**src/rtl/toggle_reg.sv**
```systemverilog
// Multi-mode WIDTH-bit register: masked toggle, load, inc/dec, clear, hold.
// Flags: one-cycle wrap/saturate carry pulse, sticky overflow, zero detect.
module toggle_reg #(
  parameter int                WIDTH     = 16,
  parameter logic [WIDTH-1:0]  RESET_VAL = '0,
  parameter bit                SATURATE  = 1'b0
) (
  input  logic             clk,
  input  logic             reset,
  input  logic             reg_en,
  input  logic             reg_clr,
  input  logic             reg_ld,
  input  logic             reg_tgl,
  input  logic             reg_inr,
  input  logic             reg_dcr,
  input  logic [WIDTH-1:0] reg_indata,
  output logic [WIDTH-1:0] reg_outdata,
  output logic [WIDTH-1:0] reg_outdata_bar,
  output logic             reg_carry,
  output logic             reg_ovf,
  output logic             reg_zero
);

  localparam logic [WIDTH-1:0] ONES = {WIDTH{1'b1}};
  localparam logic [WIDTH-1:0] ONE  = WIDTH'(1);

  logic [WIDTH-1:0] r_data;
  logic             r_carry;
  logic             r_ovf;

  logic [WIDTH-1:0] w_data_nxt;
  logic             w_carry_nxt;
  logic             w_ovf_nxt;

  always_comb begin
    w_data_nxt  = r_data;
    w_carry_nxt = 1'b0;
    w_ovf_nxt   = r_ovf;
    if (!reg_en) begin
      w_data_nxt = r_data;
    end else if (reg_clr) begin
      w_data_nxt = '0;
      w_ovf_nxt  = 1'b0;
    end else if (reg_ld) begin
      w_data_nxt = reg_indata;
    end else if (reg_tgl) begin
      w_data_nxt = r_data ^ reg_indata;
    end else if (reg_inr && !reg_dcr) begin
      if (r_data == ONES) begin
        // Saturating mode pins at the limit but still reports the event.
        w_data_nxt  = SATURATE ? ONES : '0;
        w_carry_nxt = 1'b1;
        w_ovf_nxt   = 1'b1;
      end else begin
        w_data_nxt = r_data + ONE;
      end
    end else if (reg_dcr && !reg_inr) begin
      if (r_data == '0) begin
        w_data_nxt  = SATURATE ? '0 : ONES;
        w_carry_nxt = 1'b1;
        w_ovf_nxt   = 1'b1;
      end else begin
        w_data_nxt = r_data - ONE;
      end
    end
  end

  always_ff @(posedge clk) begin
    if (reset) begin
      r_data  <= RESET_VAL;
      r_carry <= 1'b0;
      r_ovf   <= 1'b0;
    end else begin
      r_data  <= w_data_nxt;
      r_carry <= w_carry_nxt;
      r_ovf   <= w_ovf_nxt;
    end
  end

  assign reg_outdata     = r_data;
  assign reg_outdata_bar = ~r_data;
  assign reg_carry       = r_carry;
  assign reg_ovf         = r_ovf;
  assign reg_zero        = (r_data == '0);

endmodule

```
**config.mk**
```make
export PLATFORM = sky130hd
export DESIGN_NAME = toggle_reg
export DESIGN_NICKNAME = d
export VERILOG_FILES = /design/src/rtl/toggle_reg.sv
export SDC_FILE = /design/constraint.sdc
export NUM_CORES = 1
export LEC_CHECK = 0
export ABC_AREA = 1
export CORE_ASPECT_RATIO = 0.75
export CORE_MARGIN = 4
export CORE_UTILIZATION = 51
export DETAILED_ROUTE_END_ITERATION = 10
export PLACE_DENSITY = 0.93
export SLEW_MARGIN = 5
export SYNTH_ARGS = -nofsm -noshare
export SYNTH_HDL_FRONTEND = slang
export SYNTH_SLANG_ARGS = --single-unit
```
**constraint.sdc**
```tcl
create_clock -name clk -period 2.1 [get_ports clk]
set_input_delay 0.21 -clock clk [delete_from_list [all_inputs] [get_ports clk]]
set_output_delay 0.21 -clock clk [all_outputs]
set_load 0.01 [all_outputs]
```
==> run_results.csv, run 1 <==
group,metric,value,unit
routing,wirelength,8.60,mm
status,outcome,"finished clean",
finish,final_nets,505,
global_routing,grt-ovfl-total,0,
synth,yosysUniqueCellTypes,35,
sta,worst_slew_pin_slew,0.524,ns
floorplanning,ios,59,
synth,synth.most_common_cell,"nand2_1",
clock_network,cts_tree,"yes",
clock_network,cts_setup_buffers,0,
clock_network,cts_sinks,18,
finish,multi_input_comb_area,0.00167,mm²
synth,synth_area_leaders,"nand2_1, dfxtp_1, nand3_1",
finish,seq_area,364,µm²
critical_path,reg2reg_from,"reg_outdata[1]",
global_routing,grtUsageTotal,0.300,
clock_network,post_cts_resized,0,
sta,setup_ws,0.0392,ns
clock_network,cts_hold_buf,0,
finish,area_growth,29.7,%
global_routing,grt_antenna_before_repair,0,
clock_network,cts_buffer_depth,2,
critical_path,path_class,"register to output pin",
finish,fin_util,0.689,
clock_network,cts_inserted_buffers,3,
global_routing,grt_max_degree,19,
synth,synth_edf_count,0,
critical_path,path_depth,6,
run,cap_violations,0,
sta,rsz0062_at_grt,"false",
clock_network,htree_levels,1,
sta,tns,0,ns
synth,synth-seq-cells,18,
global_routing,grt_pass1_vias,2912,
floorplanning,row_count,21,
critical_path,critPathSlowestCell,"clkdlybuf4s50_1",
synth,synth_fp_nets,447,
floorplanning,core-area,0.00449,mm²
floorplanning,die_w,87.0,µm
routing,dr.first_iter.drc_count,407,
power,power_density,463,mW/mm²
place,portBuffers,58,
synth,netlist_area,0.00239,mm²
sta,max_freq,0.485,GHz
critical_path,critPathArrivalTime,1.85,ns
sta,hold_viol_final,0,
critical_path,startpoint_type,"register",
synth,ys_warn_count,0,
floorplanning,dieHeight,67.2,µm
sta,finalSetupViolCount,0,
power,ir_drop,409,µV
routing,vias,3148,
synth,synthFlopType,"dfxtp_1",
sta,finalCritPeriodShare,0.981,
sta,skew,0.00790,ns
critical_path,cpPeakStageDelay,0.53,ns
routing,antenna_left,0,
critical_path,required,1.89,ns
sta,max_slew_margin,0.650,
critical_path,cp_max_fo,10,
sta,period_needed,2.06,ns
finish,drive_gt1_frac,0.122,
finish,fillers,401,
routing,wl_per_cell,16.1,µm
synth,yosys-top-cells-count,"nand2_1, inv_1, nor2_1",
place,dp_hpwl,6.61,mm
routing,via_per_inst,5.90,
synth,avgSynthCellArea,5.68,µm²
critical_path,crit_path_end_kind,"output pin",
clock_network,cts_root_buffer,"clkbuf_8",
critical_path,crit_start,"reg_outdata[10]",
floorplanning,initial_core_util,0.531,
routing,first_pass_iters,7,
synth,synthArstFlopShare,0,
clock_network,insertion_delay,0.26,ns
finish,diodes,0,
synth,yosysSeqAreaShare,0.151,
sta,maxSlewViolCount,0,
clock_network,path_clk_slew,0.08,ns
place,routabilityCongestion,1.05,
routing,drc,0,
hold_path,hold_class,"register to register",
place,placed_area,0.00304,mm²
hold_path,hold_start,"reg_ovf",
critical_path,reg2reg_depth,11,
place,pre_cts_slack,0.139,ns
synth,yosysTopAreaCell,"nand2_1",
critical_path,crit_family,"buffers and inverters",
synth,syn-instance-count,420,
hold_path,hold_depth,2,
synth,yosysTopAreaCellShare,0.171,
critical_path,path_cells,"nor2_2, nand2_1, nor2_1, nand3_1, inv_1, clkdlybuf4s50_1",
critical_path,cp_num_buf_inv,2,
power,p_leak,0.00146,µW
finish,final_area,0.00309,mm²
floorplanning,die-area,0.00585,mm²
global_routing,grt_first_pass_wirelength,14.0,mm
-- state kept, by name (all words and copies together), names as in the netlist --
signal,flops
reg_carry,1
reg_ovf,1
reg_outdata,16
-- worst min-delay path, cell delays in order (launching register included) --
cell     delay, ns
dfxtp_1       0.31
inv_1         0.04
a21oi_1       0.05
-- cell families (layout without fill, tap and decap cells) --
logic type / count (synthesis) / in the layout / share of synthesized area
compound gates: 79 / 79 / 0.175
flops: 18 / 18 / 0.151
simple gates: 220 / 220 / 0.425
buf+inv: 77 / 134 / 0.148
fa+ha+maj: 3 / 3 / 0.0157
xor+xnor: 23 / 23 / 0.0844
-- report_power, final --
part / total (µW) / switching (µW) / internal [µW]
Combinational: 705 / 402 / 303
Sequential: 429 / 63.3 / 366
Clock: 298 / 131 / 167
-- layer usage --
| metal | GRT usage | vias to the layer above | part of all wire |
|---|---|---|---|
| met5 | 0 | - | 0 |
| met4 | 0.0953 | 0 | 0.029 |
| met3 | 0.0561 | 30 | 0.12 |
| met2 | 0.490 | 237 | 0.46 |
| met1 | 0.402 | 1410 | 0.40 |
| li1 | - | 1471 | - |
-- layout by cell type, fill, tap and decap left out, drive strengths merged --
master and n:
nor3b 1, nor2b 1, nor3 3, nor2 50, xnor2 3, nand3b 1, clkinv 1, clkbuf 4
o21bai 1, ha 3, buf 21, o21ai 42, xor2 20, nand2 115, clkdlybuf4s50 58, nand3 38
and2 1, dfxtp 18, a31oi 16, a21oi 20, inv 50, nand4 10
-- per-stage QoR --
stage / std cells / hold WS, ns / power [µW]
finish: 534 / 0.452 / 1430
global route: 534 / 0.484 / 1510
CTS: 534 / 0.453 / 1410
detailed placement: 530 / 0.444 / 1120
global placement: 530 / 0.440 / 1110
floorplan: 420 / 0.397 / 847
-- final timing paths --
kind | slack (ns) | end
max | 0.04 | reg_zero
min | 0.45 | reg_ovf
max reg2reg | 0.17 | reg_outdata[10]
min reg2reg | 0.45 | reg_ovf
-- area by class of cell --
| class | count | share of cell area |
|---|---|---|
| clock buffer | 4 | 0.0178 |
| inverter | 51 | 0.0627 |
| multi-input combinational | 325 | 0.540 |
| sequential | 18 | 0.118 |
| tap | 57 | 0.0230 |
| timing repair buffer | 79 | 0.239 |
Power figures use the tool's default switching activity.
==> run 2: changes to the inputs <==
- CAP_MARGIN: unset -> 20
- TNS_END_PERCENT: unset -> 50
==> results of run 2 <==
Final layout, timing and power as in run 1 (identical DEF).
